**src/rtl/botao_pkg.sv**
```systemverilog
// Shared constants for the push-button conditioning path (pin 2 button -> pin 13 LED).
package botao_pkg;

  localparam int unsigned DEBOUNCE_CICLOS_PADRAO = 16;
  localparam int unsigned DEBOUNCE_CICLOS_SIM    = 4;

  localparam logic NIVEL_PRESSIONADO = 1'b1;

endpackage

```
**src/rtl/sincronizador_2ff.sv**
```systemverilog
// Two-flop synchroniser for a single asynchronous bit, synchronous active-high reset.
module sincronizador_2ff (
  input  logic clk,
  input  logic rst,
  input  logic entrada,
  output logic saida
);

  logic sync1;

  always_ff @(posedge clk) begin
    if (rst) begin
      sync1 <= 1'b0;
      saida <= 1'b0;
    end else begin
      sync1 <= entrada;
      saida <= sync1;
    end
  end

endmodule

```
**src/rtl/debounce_botao.sv**
```systemverilog
// Button conditioner: synchronise pino2, debounce with a consecutive-sample counter,
// and produce a clean level, a one-cycle press pulse and a press-parity toggle for pino13.
module debounce_botao
  import botao_pkg::*;
#(
  parameter int unsigned DEBOUNCE_CICLOS = DEBOUNCE_CICLOS_PADRAO
) (
  input  logic clk,
  input  logic rst,
  input  logic pino2,
  output logic botao_estavel,
  output logic botao_pulso,
  output logic led_toggle
);

  localparam int CONT_W = $clog2(DEBOUNCE_CICLOS);
  localparam logic [CONT_W-1:0] CONT_MAX = CONT_W'(DEBOUNCE_CICLOS - 1);

  logic              sync2;
  logic [CONT_W-1:0] contador;

  sincronizador_2ff u_sinc (
    .clk     (clk),
    .rst     (rst),
    .entrada (pino2),
    .saida   (sync2)
  );

  always_ff @(posedge clk) begin
    if (rst) begin
      contador      <= '0;
      botao_estavel <= 1'b0;
      botao_pulso   <= 1'b0;
      led_toggle    <= 1'b0;
    end else begin
      botao_pulso <= 1'b0;
      if (sync2 == botao_estavel) begin
        // Any return to the stable level discards the partial count.
        contador <= '0;
      end else if (contador == CONT_MAX) begin
        contador      <= '0;
        botao_estavel <= sync2;
        if (sync2 == NIVEL_PRESSIONADO) begin
          botao_pulso <= 1'b1;
          led_toggle  <= ~led_toggle;
        end
      end else begin
        contador <= contador + 1'b1;
      end
    end
  end

endmodule

```
**config.mk**
```make
export PLATFORM = sky130hd
export DESIGN_NAME = debounce_botao
export DESIGN_NICKNAME = d
export VERILOG_FILES = /design/src/rtl/botao_pkg.sv /design/src/rtl/sincronizador_2ff.sv /design/src/rtl/debounce_botao.sv
export SDC_FILE = /design/constraint.sdc
export NUM_CORES = 1
export LEC_CHECK = 0
export BUFFER_PORTS_ARGS = -buffer_cell sky130_fd_sc_hd__buf_2
export CELL_PAD_IN_SITES_DETAIL_PLACEMENT = 1
export CELL_PAD_IN_SITES_GLOBAL_PLACEMENT = 1
export CORE_AREA = 2 2 39 41
export DETAILED_ROUTE_END_ITERATION = 8
export DIE_AREA = 0 0 41 43
export PLACE_DENSITY_LB_ADDON = 0.1
export SKIP_CTS_REPAIR_TIMING = 1
export SLEW_MARGIN = 40
export SYNTH_ARGS = -nofsm -noshare
export SYNTH_HDL_FRONTEND = slang
export SYNTH_HIERARCHICAL = 1
export SYNTH_SLANG_ARGS = --single-unit
```
**constraint.sdc**
```tcl
create_clock -name clk -period 1.3 [get_ports clk]
set_clock_uncertainty 0.05 [all_clocks]
set_input_delay 0.13 -clock clk [delete_from_list [all_inputs] [get_ports clk]]
set_output_delay 0.13 -clock clk [all_outputs]
set_load 0.02 [all_outputs]
```
==> results of run 1 <==
path summary, 6_finish.rpt:
check | startpoint | to | slack [ps]
min | pino2 | u_sinc/sync1 | 30
max | botao_estavel | botao_estavel | 100
min reg2reg | contador[0] | contador[0] | 410
max reg2reg | botao_estavel | botao_estavel | 100
Yosys cell counts, drive strengths merged:
library cell / instances
nand3: 2
nand2: 2
and3: 1
xor2: 2
nor2: 6
xnor2: 1
dfxtp: 9
ha: 2
inv: 1
nor2b: 2
o32ai: 1
nand4: 1
nor3: 1
logic make-up after synthesis:
kind of cell / count (synthesis) / synth area share
xor+xnor: 3 / 0.08017
simple gates: 15 / 0.2557
buf+inv: 1 / 0.01144
fa+ha+maj: 2 / 0.07632
flops: 9 / 0.5496
compound gates: 1 / 0.02672
sequential cells by signal (all words and copies together), names as in the netlist:
name and count:
u_sinc/saida 1, botao_estavel 1, u_sinc/sync1 1, led_toggle 1, contador 4, botao_pulso 1
stage by stage:
| step | utilization | instances | hold slack (ps) | setup slack (ps) |
|---|---|---|---|---|
| after floorplan | - | 31 | 151.6 | 13.50 |
| after global placement | 0.2749 | 53 | 294.7 | 99.89 |
| after detailed placement | 0.2749 | 53 | 301.5 | 78.64 |
| after CTS | 0.2939 | 57 | 24.74 | 61.78 |
| after global routing | 0.2957 | 57 | 33.10 | 1.403 |
| final | 0.2957 | 57 | 31.18 | 103.6 |
per-layer routing:
| layer | vias to the layer above | global-route usage |
|---|---|---|
| met1 | 118 | 0.1068 |
| met2 | 4 | 0.1063 |
| li1 | 123 | - |
| met5 | - | 0 |
| met4 | 0 | 0.08000 |
| met3 | 2 | 0.04712 |
report_power, final:
| part | switching (µW) | internal (µW) | total [µW] |
|---|---|---|---|
| clock | 92.7 | 118 | 211 |
| sequential | 1.84 | 280 | 282 |
| combinational | 7.62 | 7.10 | 14.7 |
| total | 102 | 405 | 507 |
cells in the final DEF, fill, tap and decap left out:
cell,synthesis,routed
nand2_1,2,2
buf_4,0,1
and3_1,1,1
buf_2,0,5
nor2_2,1,2
inv_1,1,1
nand3_1,1,1
xor2_1,2,2
nand3_2,1,1
ha_1,2,2
xnor2_1,1,1
clkbuf_1,0,1
clkbuf_4,0,3
nor3_1,1,1
nor2_1,5,4
o32ai_1,1,1
nand4_2,1,1
dfxtp_1,9,9
nor2b_1,2,2
worst reg2reg max path, stage by stage, from the launching register on:
cell	delay, ps
dfxtp_1	320
inv_1	50
ha_1	310
nor2_2	160
nand2_1	100
o32ai_1	120
final cells by class:
class,instances,area [µm²],area share
tap,16,20.02,0.04893
timing repair buffer,6,32.53,0.07951
sequential,9,180.2,0.4404
inverter,1,3.754,0.009174
clock buffer,4,26.28,0.06422
multi-input combinational,21,146.4,0.3578
==> metrics, run 1 <==
number of global-route vias before repair=around 250; Die Wd=about 41 µm; gr usage total=0.08853; routed via count=247; later-pin clock latency in the skew report=250 ps; Antenna Violating Nets Remaining=0; crit-path cells=inv_1 > ha_1 > nor2_2 > nand2_1 > o32ai_1; number of DRC markers in iteration 0=1; WP data required=1410 ps; Least-Margin Pin Slew=208.2 ps; io pins=6; fmax=roughly 840 MHz; Syn Nets=36; Yosys reg bits=9; Slew Limit Fails=0; gr ovfl total=0; antenna violations before repair=0; wire length on met1=between 200 and 300 µm; Clock Pin Slew Worst Setup and Hold Paths=60 ps; pwr/cell area=1239 nW/µm²; CP top delay family=flip-flops; Fill cells=171; crit-path max cell delay=roughly 320 ps; CP arrival=1310 ps; first-pass GRT wire length=993 µm; RSZ-0062 raised after global routing=no; Critical Path Stages=5; Total Wirelength=575 µm; iteration count of the initial detailed-routing pass=2; Synth cell types=15; sequential fraction of the synthesis area=0.5496; final hold viol count=0; fraction of layout instances using a drive strength above 1=0.3171; H-tree levels=1; largest cells by area after synthesis=dfxtp_1, ha_1, nor2_1, xor2_1, nand4_2; root buf cell=clkbuf_4; top layer reached by signal wires=met4; largest area contributor in the synthesized netlist=dfxtp_1; Max-slew headroom=0.8608; wire per inst=~10 µm; Avg Synthesized Cell Area=10.57 µm²; Mapped Area=327.8 µm²; synthesized netlist cell count=31; Die Ht=43 µm; Initial Util=0.2369; pin count of the biggest net entering global routing=7; Port Buf Inserts=5; Placed Area=380.4 µm²; status=finished clean; Yosys top cell area share=0.5496; CTS max path bufs=2; Routed met3 length=between 15 and 20 µm; CP max stage cell=dfxtp_1; yosys warns=6; cts bufs inserted=3; setup TNS=0 ps; CP Class=reg2reg; r2r worst-path depth=5; die area=1763 µm²; Leakage=0.0001726 µW; DR DRC count=0; Design Power=506.9 µW; FP Rows=14; Hold Crit Class=in2reg; Final setup violation count=0; ant diodes=0; CP Launch Type=register; core box area=about 1400 µm²; clk sinks=9; Critical Path Fanout Max=3; hold depth=2; maximum vdd drop=410.6 µV; Final Cell Area=409.1 µm²; metal2 WL=272 µm; period utilisation layout=0.9203; GPL Wtd Cong=0.6114; CTS tree=yes; CP Buf/Inv Count=1; crit path capture type=register; Max-cap violations=0; min Tclk post-route=1196 ps; area growth from synthesis to layout=24.81%; vias per cell=between 4 and 5; layout net count=47
Note: power is estimated with default switching activity, not from simulation.
==> run 2: changes to the inputs <==
Settings changed: ABC_AREA set to 1.
==> run 2 against run 1 <==
Compared with the run above:
- fmax up 0.38%
- non-clock buffer count down 1
- critical path depth unchanged
- critical endpoint is now contador[3]
- largest power group unchanged
==> metrics, run 2 <==
top-count cell post-synth=nor2_1; pwr/cell area=~1200 nW/µm²; Synth cell types=10; maximum vdd drop=371.0 µV; synthesized netlist cell count=42; final hold viol count=0; die area=1763 µm²; Avg Synthesized Cell Area=7.984 µm²; Die Ht=43 µm; number of global-route vias before repair=around 260; Design Power=511.2 µW; Post-synth EDFFs=0; Placed Instances=63; Yosys top cell area share=0.5373; fmax=839.0 MHz; gr ovfl total=0; CP Buf/Inv Count=1; Fill cells=178; Antenna Violating Nets Remaining=0; Die Wd=41 µm; Slew Limit Fails=0; sequential fraction of the synthesis area=0.5373; yosys warns=6; gr usage total=0.1025; later-pin clock latency in the skew report=260 ps; Commonest cells post-synth=nor2_1, dfxtp_1, inv_1, nand2_1, nand3_1; Placed Area=between 300 and 400 µm²; Synth Flop Type=dfxtp_1; H-tree levels=1; status=finished clean; Clock Pin Slew Worst Setup and Hold Paths=60 ps; Yosys reg bits=9; Critical Path Fanout Max=3; Total Wirelength=662 µm; Hold Crit Class=in2reg; detailed placement HPWL=511.8 µm; pin count of the biggest net entering global routing=6; crit-path cells=inv_1 > ha_1 > nor2_2 > nand2_1 > a21oi_1; wire per inst=9.881 µm; CTS tree=yes; largest area contributor in the synthesized netlist=dfxtp_1; routed via count=271; Final Cell Area=409.1 µm²; CTS max path bufs=2; Max-cap violations=0; FP Rows=14; fraction of layout instances using a drive strength above 1=0.1961; root buf cell=clkbuf_4; cts bufs inserted=3; largest cells by area after synthesis=dfxtp_1, nor2_1, ha_1, inv_1, nand2_1; CP max stage cell=dfxtp_1; Mapped Area=335.3 µm²; core box area=1384 µm²; crit path capture type=register; commonest cells after routing, fill and taps aside=nor2_1, dfxtp_1, inv_1, nand2_1, buf_2; non-filler cells, final=67; Initial Util=0.2423; area growth from synthesis to layout=22.01%; DR DRC count=0; WP data required=between 1000 and 1500 ps; clk sinks=9; CP Class=reg2reg; vias per cell=4.045; Syn Nets=47; min Tclk post-route=1192 ps; crit-path max cell delay=around 330 ps; Final setup violation count=0; period utilisation layout=0.9169; CP arrival=1340 ps; iteration count of the initial detailed-routing pass=3; ant diodes=0; RSZ-0062 raised after global routing=no; CP top delay family=flip-flops; io pins=6; max reg flops=4; number of DRC markers in iteration 0=2; Port Buf Inserts=5; Leakage=0.0001687 µW; Max-slew headroom=0.8963; layout net count=57; setup TNS=0 ps; Least-Margin Pin Slew=155.1 ps; GPL Wtd Cong=0.6006; first-pass GRT wire length=1083 µm; Post-synth ARST share=0; antenna violations before repair=0; WHS=24.00 ps; Top reg by flops=contador; CP Launch Type=register
-- run 2: cell families (layout without fill, tap and decap cells) --
group                      count (synthesis)  after routing  synth area share
AOI/OAI and AO/OA                          4              4           0.05970
adders and majority gates                  2              2           0.07461
buffers and inverters                      6             15           0.06716
DFF                                        9              9            0.5373
and+or+nand+nor                           21             21            0.2612
-- run 2: report_power, final --
part           switching [µW]  internal (µW)
Combinational            8.34           6.18
Sequential               1.90            280
Clock                    97.0            118
Total                     107            404
-- run 2: layout make-up --
| type | count | area [µm²] | area share |
|---|---|---|---|
| inverters | 6 | 22.52 | 0.05505 |
| clock buffers | 4 | 26.28 | 0.06422 |
| repair buffers | 5 | 25.02 | 0.06116 |
| multi-input cells | 27 | 135.1 | 0.3303 |
| well taps | 16 | 20.02 | 0.04893 |
| flip-flops and latches | 9 | 180.2 | 0.4404 |
-- run 2: path summary, 6_finish.rpt --
path                 start      endpoint  slack, ps  cells past startpoint
min                  pino2  u_sinc/sync1         20                      3
min reg2reg   u_sinc/sync1  u_sinc/saida        360                      2
max          botao_estavel   contador[3]        110                      5
max reg2reg  botao_estavel   contador[3]        110                      5
-- run 2: layer usage --
metal	vias to the layer above	global-route usage	routed length, µm
met5	-	0	0
met4	0	0.06000	0
met3	0	0.07853	43
met2	6	0.1469	354
met1	117	0.1000	264
li1	148	-	-
-- run 2: worst reg2reg max path: cells and delay by family, from the launching register on --
family | cells | cell delay [ps]
buf+inv | 1 | 60
flops | 1 | 330
simple gates | 2 | 260
fa+ha+maj | 1 | 310
compound gates | 1 | 120
-- run 2: through the flow --
stage	utilization	setup slack (ps)
final	0.2957	108.1
after global routing	0.2957	11.38
after CTS	0.2939	33.99
after detailed placement	0.2749	70.56
after global placement	0.2749	131.1
after floorplan	-	31.45
